==> src/rtl/counter_sched.sv <==
// counter_sched: two-requester round-robin command scheduler driving an
// external 8-bit counter (CLEAR / LOAD / UP n / DOWN n).
// Optional build macro CNT_SCHED_SAT_EN: UP/DOWN stop at 8'hFF / 8'h00 and
// pulse sat with done; without it counting wraps and sat is tied low.
module counter_sched (
    input  logic       clk,
    input  logic       rst,
    input  logic [1:0] req,
    input  logic [1:0] cmd0,
    input  logic [1:0] cmd1,
    input  logic [7:0] arg0,
    input  logic [7:0] arg1,
    output logic [1:0] gnt,
    output logic [1:0] done,
    output logic       busy,
    output logic       sat,
    output logic       cnt_rst,
    output logic       cnt_load,
    output logic       cnt_up,
    output logic [7:0] cnt_loadin,
    input  logic [7:0] cnt_y
);

    localparam int unsigned W = 8;

    localparam logic [1:0] CMD_CLEAR = 2'b00;
    localparam logic [1:0] CMD_LOAD  = 2'b01;
    localparam logic [1:0] CMD_UP    = 2'b10;
    localparam logic [1:0] CMD_DOWN  = 2'b11;

    localparam logic [1:0] S_IDLE = 2'b00;
    localparam logic [1:0] S_EXEC = 2'b01;
    localparam logic [1:0] S_DONE = 2'b10;

    logic [1:0]   state_q, state_d;
    logic         idx_q, idx_d;
    logic         last_q, last_d;
    logic [1:0]   cmd_q, cmd_d;
    logic [W-1:0] arg_q, arg_d;
    logic [W-1:0] step_q, step_d;

    logic         win;
    logic [1:0]   win_cmd;
    logic [W-1:0] win_arg;
    logic         sat_hit;

    // Round-robin pick: on contention the requester not granted last wins
    always_comb begin
        win = req[1];
        if (req == 2'b11) begin
            win = ~last_q;
        end
        win_cmd = win ? cmd1 : cmd0;
        win_arg = win ? arg1 : arg0;
    end

`ifdef CNT_SCHED_SAT_EN
    logic sat_q, sat_d;

    assign sat_hit = (state_q == S_EXEC) &&
                     (((cmd_q == CMD_UP)   && (cnt_y == '1)) ||
                      ((cmd_q == CMD_DOWN) && (cnt_y == '0)));

    // Saturation flag: set by the EXEC cycle that hits a limit, shown in DONE
    always_comb begin
        sat_d = !rst && sat_hit;
    end

    // Saturation flag register
    always_ff @(posedge clk) begin
        sat_q <= sat_d;
    end

    assign sat = !rst && (state_q == S_DONE) && sat_q;
`else
    assign sat_hit = 1'b0;
    assign sat     = 1'b0;
`endif

    // Next-state and counter-drive decode; counter is held unless EXEC steps it
    always_comb begin
        state_d    = state_q;
        idx_d      = idx_q;
        last_d     = last_q;
        cmd_d      = cmd_q;
        arg_d      = arg_q;
        step_d     = step_q;
        gnt        = 2'b00;
        done       = 2'b00;
        busy       = 1'b0;
        cnt_rst    = 1'b0;
        cnt_load   = 1'b1;
        cnt_up     = 1'b0;
        cnt_loadin = cnt_y;

        if (rst) begin
            state_d    = S_IDLE;
            idx_d      = 1'b0;
            last_d     = 1'b1;
            cmd_d      = CMD_CLEAR;
            arg_d      = '0;
            step_d     = '0;
            cnt_rst    = 1'b1;
            cnt_load   = 1'b0;
            cnt_loadin = '0;
        end else begin
            case (state_q)
                S_IDLE: begin
                    if (req != 2'b00) begin
                        gnt[win] = 1'b1;
                        idx_d    = win;
                        last_d   = win;
                        cmd_d    = win_cmd;
                        arg_d    = win_arg;
                        step_d   = win_arg;
                        // A zero-step count has nothing to execute
                        if (win_cmd[1] && (win_arg == '0)) begin
                            state_d = S_DONE;
                        end else begin
                            state_d = S_EXEC;
                        end
                    end
                end
                S_EXEC: begin
                    busy = 1'b1;
                    case (cmd_q)
                        CMD_CLEAR: begin
                            cnt_rst  = 1'b1;
                            cnt_load = 1'b0;
                            state_d  = S_DONE;
                        end
                        CMD_LOAD: begin
                            cnt_loadin = arg_q;
                            state_d    = S_DONE;
                        end
                        default: begin
                            if (sat_hit) begin
                                state_d = S_DONE;
                            end else begin
                                cnt_load = 1'b0;
                                cnt_up   = (cmd_q == CMD_UP);
                                if (step_q == W'(1)) begin
                                    state_d = S_DONE;
                                end else begin
                                    step_d = step_q - W'(1);
                                end
                            end
                        end
                    endcase
                end
                S_DONE: begin
                    busy        = 1'b1;
                    done[idx_q] = 1'b1;
                    state_d     = S_IDLE;
                end
                default: begin
                    state_d = S_IDLE;
                end
            endcase
        end
    end

    // State and captured-command registers (reset folded into the _d logic)
    always_ff @(posedge clk) begin
        state_q <= state_d;
        idx_q   <= idx_d;
        last_q  <= last_d;
        cmd_q   <= cmd_d;
        arg_q   <= arg_d;
        step_q  <= step_d;
    end

endmodule
==> config.mk <==
export PLATFORM = sky130hd
export DESIGN_NAME = counter_sched
export DESIGN_NICKNAME = d
export VERILOG_FILES = /design/src/rtl/counter_sched.sv
export SDC_FILE = /design/constraint.sdc
export NUM_CORES = 1
export LEC_CHECK = 0
export CAP_MARGIN = 10
export CORE_UTILIZATION = 60
export DETAILED_ROUTE_END_ITERATION = 10
export DONT_BUFFER_PORTS = 1
export PLACE_DENSITY = 0.76
export SYNTH_ARGS = -nofsm -noshare
export SYNTH_HDL_FRONTEND = slang
export SYNTH_SLANG_ARGS = --single-unit
==> constraint.sdc <==
create_clock -name clk -period 2.7 [get_ports clk]
set_clock_uncertainty 0.2 [all_clocks]
set_input_delay 0.675 -clock clk [delete_from_list [all_inputs] [get_ports clk]]
set_output_delay 0.675 -clock clk [all_outputs]
set_load 0.01 [all_outputs]
* Word-level counts from Yosys, hierarchy flattened
Index checks and enable logic that the tools add are counted.
W data, S select, Z words.
** Operators by class
- $add $sub $neg :: 1
- Equality and inequality tests :: 10
- Bitwise gates (word level) :: 1
- Reduce and logical (&&, ||, !) cells :: 13
- $lt $le $gt $ge :: 4
- Multiplexer cells :: 35
** Operators by type and width (count)
- $mux W8 :: 7
- $mux W2 :: 10
- $pmux W8 S2 :: 1
- $mux W1 :: 14
- $eq A8 B1 Y1 const B :: 1
- $logic_not A8 Y1 :: 1
- $sub A8 B1 Y8 const B :: 1
- $eq A2 B2 Y1 const B :: 3
- $ne A2 B2 Y1 const B :: 3
- $eq A2 B1 Y1 const B :: 2
- $logic_not A2 Y1 :: 2
- $lt A1 B2 Y1 const B :: 2
- $pmux W2 S2 :: 1
- $reduce_and A2 Y1 :: 2
- $reduce_and A4 Y1 :: 1
- $reduce_bool A2 Y1 :: 2
- $reduce_or A2 Y1 :: 2
- $logic_and A1 B1 Y1 :: 3
- $ne A3 B3 Y1 const B :: 1
- $demux W1 S1 :: 2
- $ge A1 B1 Y1 const B :: 2
- $not A1 Y1 :: 1
** Storage, ports and cells
- Flip-flop bits (word level) :: 22

* Logic depth before layout (Yosys ltp)
- Depth after elaboration :: 9
- Mapped depth :: 7
- Depth with buffers taken out :: 6

* Worst setup path after synthesis
Ideal clock, no wire load.
- Path kind :: reg-to-output
- Start :: register state_q[1]
- End :: output port cnt_loadin[0]
- Cell stages (with the launch flop) :: 7
- Data arrival time :: 1.453 ns
- Path slack :: 0.372 ns
- Path buffers :: 1
- Path through :: dfxtp_1 > inv_1 > ha_1 > buf_2 > nand3_1 > mux2i_1 > nor2_1
** On the way
- Cells in the longest elaborated chain, start to end :: 3
** RTL lines
- start, declared :: line 35 : logic [1:0] state_q, state_d;
- start signal, assigned :: line 165 : state_q <= state_d;
- $eq A2 B1 Y1 :: line 107 : case (state_q)
- $mux W8 :: line 107
- $mux W8 :: line 96 : if (rst) begin
- end, declared :: line 20 : output logic [7:0] cnt_loadin,
No other way between the ends.

* Worst setup path after layout
Ends and elaborated chain as after synthesis.

==> results.cfg <==
[synthesis]
syn_nets = 213
ys.warnings.count = 0
synth_cell_types = 50
yosysSeqAreaShare_pct = 29.9
ys.flop_type = dfxtp_1
synth_edf_count = 0
synth.avg_cell_area_um2 = 8.36
ys_ff_latch = 22
synthCells = 176
syn_area_um2 = 1470
async_reset_ff_share_pct = 0

[pwr]
peakVddDrop_v = 0.000475
power_density_nw_per_um2 = 732
leakagePower_uw = 0.000607

[sta]
setup_viol = 0
timing.final.ws_setup_ns = 0.0969
worst_pin_slew_ns = 0.510
final.min_clock_period_ns = 2.60
hold_slack_ns = 0.217
drv_slew = 0
slew-limit-headroom_pct = 65.7
setup-tns-final_ns = 0
timing.fmax_mhz = 384
finalCritPeriodShare_pct = 96.4
rsz0062_at_grt = no
finalHoldViolCount = 0

[clocking]
hold_buffers = 0
cts.path.max_buffers = 2
clk_pin_slew_worst_paths_ns = 0.12
cts_root_buf = clkbuf_4
cts_setup_buffers = 0
insertion_delay_ns = 0.31
clock-sinks = 22
numCtsBuffers = 3
ctsResizeCount = 1
htree_levels = 1
cts_tree = yes

[floorplanning]
start_util_pct = 65.3
ios = 49
die_w_um = 51.5
rows = 17
core_area_um2 = 2250
dieHeight_um = 51.5
dieArea_um2 = 2650

[run]
cap_violations = 0

[route]
ant_nets = 0
num_vias = 1329
wirelength_um = 3500
route.detailed.drc = 0
drt_iter0_drc = 40
wl_per_cell_um = 17.4
vias_per_cell = 6.61
drtPass1Iterations = 4

[cells_and_area]
antenna_cells = 0
fin_util_pct = 66.9
drive_gt1_share_pct = 9.25
final_common_cell = nor2_1
area_growth_pct = 2.55
nFillCells = 199
nets = 212
instances_no_fill = 201
layout_common_cells = nor2_1 (23), dfxtp_1 (22), mux2i_1 (16), nand2_1 (12), nor3_1 (10)

[global_route]
antenna_found_initial = 0
grt_pass1_vias = 1185
grt_pass1_wl_um = 5410
track_usage_pct = 27.6
grt_overflow = 0
grt_max_degree = 32

[place]
gp_congestion = 0.899
io_buffers = 0
dp.cells = 198
place_ws_ns = 0.278
hpwl_um = 2630

[run_status]
status = complete, no violations

[setup_path]
cp-end-kind = output port
cp_max_fo = 8
cp.arrival_ns = 1.73
critPathKind = reg2out
critPathLaunchType = register
worst_ep_required_time_ns = 1.82
worstRegToRegCells = 6

[min_path]
min_path_type = in2reg
whs_path_depth = 1
## through the flow
stage	area [µm²]	total power, µW
finish	1510	1100
global route	1510	1180
CTS	1510	1100
detailed placement	1480	954
global placement	1480	937
floorplan	1470	861
## path summary, 6_finish.rpt
path / slack (ns) / to / start
max: 0.1 / cnt_loadin[0] / state_q[1]
min: 0.22 / step_q[1] / rst
max reg2reg: 0.54 / step_q[2] / state_q[0]
min reg2reg: 0.28 / idx_q / idx_q
## metal layers
layer / GRT usage (%) / routed length [µm] / vias to the layer above
li1: - / - / 648
met1: 38.0 / 1540 / 614
met2: 44.4 / 1640 / 62
met3: 2.63 / 270 / 5
met4: 10.8 / 47 / 0
met5: 0 / 0 / -
## registers in the layout (all words and copies together), names as in the netlist
name     count
step_q       8
last_q       1
arg_q        8
idx_q        1
cmd_q        2
state_q      2
## cells by family after synthesis
group,after synthesis,synth area share [%]
adders and majority gates,5,4.25
buffers and inverters,16,5.02
DFF,22,29.9
AOI/OAI and AO/OA,49,24.7
muxes,18,12.4
and+or+nand+nor,65,23.4
other,1,0.255
## Yosys cell counts, types with 4 or more instances
library cell	instances	area [µm²]
nand2_1	12	45.0
a211oi_1	7	52.6
mux2i_1	16	160
nor3_1	10	50.1
a21oi_1	7	35.0
o21ai_0	7	35.0
dfxtp_1	22	440
ha_1	5	62.6
inv_1	7	26.3
a32o_1	5	50.1
o21ai_1	5	25.0
clkbuf_1	4	15.0
nor2_1	23	86.3
## worst max-delay path: stages, from the launching register on
cell and delay [ns]:
dfxtp_1 0.34, inv_1 0.09, ha_1 0.30, nand3_2 0.29, mux2i_1 0.19, nor2_1 0.20
## cell type report
class / instances / area [µm²] / share of cell area (%)
clock buffers: 3 / 22.5 / 1.49
inverters: 7 / 26.3 / 1.74
multi-input cells: 138 / 962 / 63.8
flip-flops and latches: 22 / 440 / 29.2
well taps: 28 / 35.0 / 2.32
repair buffers: 3 / 22.5 / 1.49
## power breakdown
group          total [µW]  internal, µW  switching (µW)
clock                 150          52.2            98.2
sequential            468           394            73.5
combinational         485           204             282
total                1100           651             453
Power figures use the tool's default switching activity.
==> variant, RTL diff (same flow settings) <==
Build with the macro `CNT_SCHED_SAT_EN` defined.
--- a/src/rtl/counter_sched.sv
+++ b/src/rtl/counter_sched.sv
@@ -3,4 +3,6 @@
 // Optional build macro CNT_SCHED_SAT_EN: UP/DOWN stop at 8'hFF / 8'h00 and
 // pulse sat with done; without it counting wraps and sat is tied low.
+`define CNT_SCHED_SAT_EN
+
 module counter_sched (
     input  logic       clk,
Behaviour: not the same (Yosys sat finds a counterexample within 4 cycles, from zero or initial values and one cycle with rst high).
==> variant against the original RTL <==
Synthesized area rose by 4.7%; register-to-register slack got worse by 0.42 ns; die area rose by 4.5%; power rose by 5.0%; design area rose by 12%; wire length rose by 20%; critical path type unchanged; worst setup slack got worse by 0.069 ns; sequential cell count rose by 1; highest routed layer unchanged; sequential share of layout area fell by 1.8 points; first-iteration DRC count rose by 45%; cell count rose by 17%.
==> variant: results (changes against the original RTL) <==
| Metric | Value |
|---|---|
| GRT overflow | 0 (unchanged) |
| Commonest cells in the netlist | nor2_1 (25), dfxtp_1 (23), nand2_1 (17) |
| H-Tree Level Count | 1 (unchanged) |
| Vias in the first global route | 1,460 (+23%) |
| Lkg Pwr | 0.676 nW (+11%) |
| GP Congestion | 0.906 (+0.77%) |
| Main synth FF type | dfxtp_1 |
| Clk Latency, worst-skew pair | 0.32 ns |
| Peak VDD IR | 0.532 mV (+12%) |
| FFs w/ async S/R, synth | 0 (unchanged) |
| Total track usage | 0.320 (+0.0443) |
| CTS clock-pin slew for the worst setup and hold paths | 0.13 ns |
| Fillers | 196 (-1.5%) |
| Sequential area share after synthesis | 0.299 (-0.000376) |
| Hold Path Class | in -> reg |
| Distinct cell type count after synthesis | 42 (-16%) |
| Slowest stage cell, crit path | or4_1 |
| DR DRC count | 0 (unchanged) |
| Relative slew slack | 0.665 (+0.00849) |
| Post-route insts no fill | 235 (+17%) |
| TritonRoute pass-1 iters | 4 (unchanged) |
| Layout cells sized above 1 | 0.164 (+0.0718) |
| Clock Tree Buf Depth | 2 (unchanged) |
| Critical Path Fanout Max | 6 (-2) |
| Dpl cell area | 1600 um2 (+8.2%) |
| First-pass GRT wire length | 6330 um (+17%) |
| Cell count after placement | 230 (+16%) |
| Nets | 245 (+16%) |
| Critical Path Max Stage Delay | 0.55 ns (+0.21 ns) |
| Syn Inst Count | 204 (+16%) |
| Drt first-iter violations | 58 (+45%) |
| Hpwl dp | 3180 um (+21%) |
| Synth area leaders | dfxtp_1 (30%), nor2_1 (6.1%), mux2i_1 (5.2%), a21oi_1 (4.9%), nand3_1 (4.2%) |
| Outcome | finished clean |
| WL final | 4200 um (+20%) |
| Synthesized Nets | 241 (+13%) |
| Initial antenna violation count | 0 (unchanged) |
| Num CTS Buffers | 3 (unchanged) |
| Worst EP arrival | 1.80 ns (+0.07 ns) |
| Pin count of the biggest net entering global routing | 28 (-13%) |
| Top flop regs | arg_q (8), step_q (8) |
| Via/cell ratio | 6.81 (+3.0%) |
==> variant: cell types whose count changed after synthesis, moves of 6 or more <==
cell	change
mux2i_1	-8
a21oi_1	+8
clkbuf_1	+6
nand3_1	+11
==> variant: metal layers <==
| layer | GRT usage | wire (um) | vias to the layer above |
|---|---|---|---|
| met2 | 0.551 | 2000 | 106 |
| li1 | - | - | 771 |
| met4 | 0.105 | 63 | 0 |
| met1 | 0.408 | 1720 | 717 |
| met3 | 0.0406 | 419 | 7 |
| met5 | 0 | 0 | - |
==> variant: final timing paths <==
kind,startpoint,to,slack (ns),cells past startpoint
max,cmd_q[1],cnt_load,0.03,4
min,rst,idx_q,0.20,1
max reg2reg,state_q[1],step_q[7],0.12,7
min reg2reg,idx_q,idx_q,0.28,2
==> variant: what timing repair did <==
action	CTS	global route
setup endpoints to repair	10	12
pin swaps	0	4
resized for setup	11	5
setup buffers	0	1
==> variant: area by class of cell <==
cell class,instances,area (um2),area share
inverter,6,22.5,0.0133
tap,28,35.0,0.0207
timing repair buffer,12,90.1,0.0531
multi-input combinational,162,1060,0.624
sequential,23,464,0.274
clock buffer,4,26.3,0.0155
==> variant: report_power, final <==
| group | switching, W | internal [W] |
|---|---|---|
| clock | 0.000107 | 0.0000580 |
| combinational | 0.000314 | 0.000218 |
| sequential | 0.0000546 | 0.000407 |
==> variant: kinds of logic after synthesis <==
family                     share of synthesized area
AOI/OAI and AO/OA                              0.228
adders and majority gates                     0.0406
buffers and inverters                         0.0528
DFF                                            0.299
muxes                                         0.0593
and+or+nand+nor                                0.320
==> variant: stage by stage <==
stage	worst slack, ns	hold slack, ns
after floorplan	0.0438	0.245
after global placement	0.146	0.250
after detailed placement	0.0465	0.264
after CTS	0.0118	0.200
after global routing	-0.00694	0.192
final	0.0274	0.196
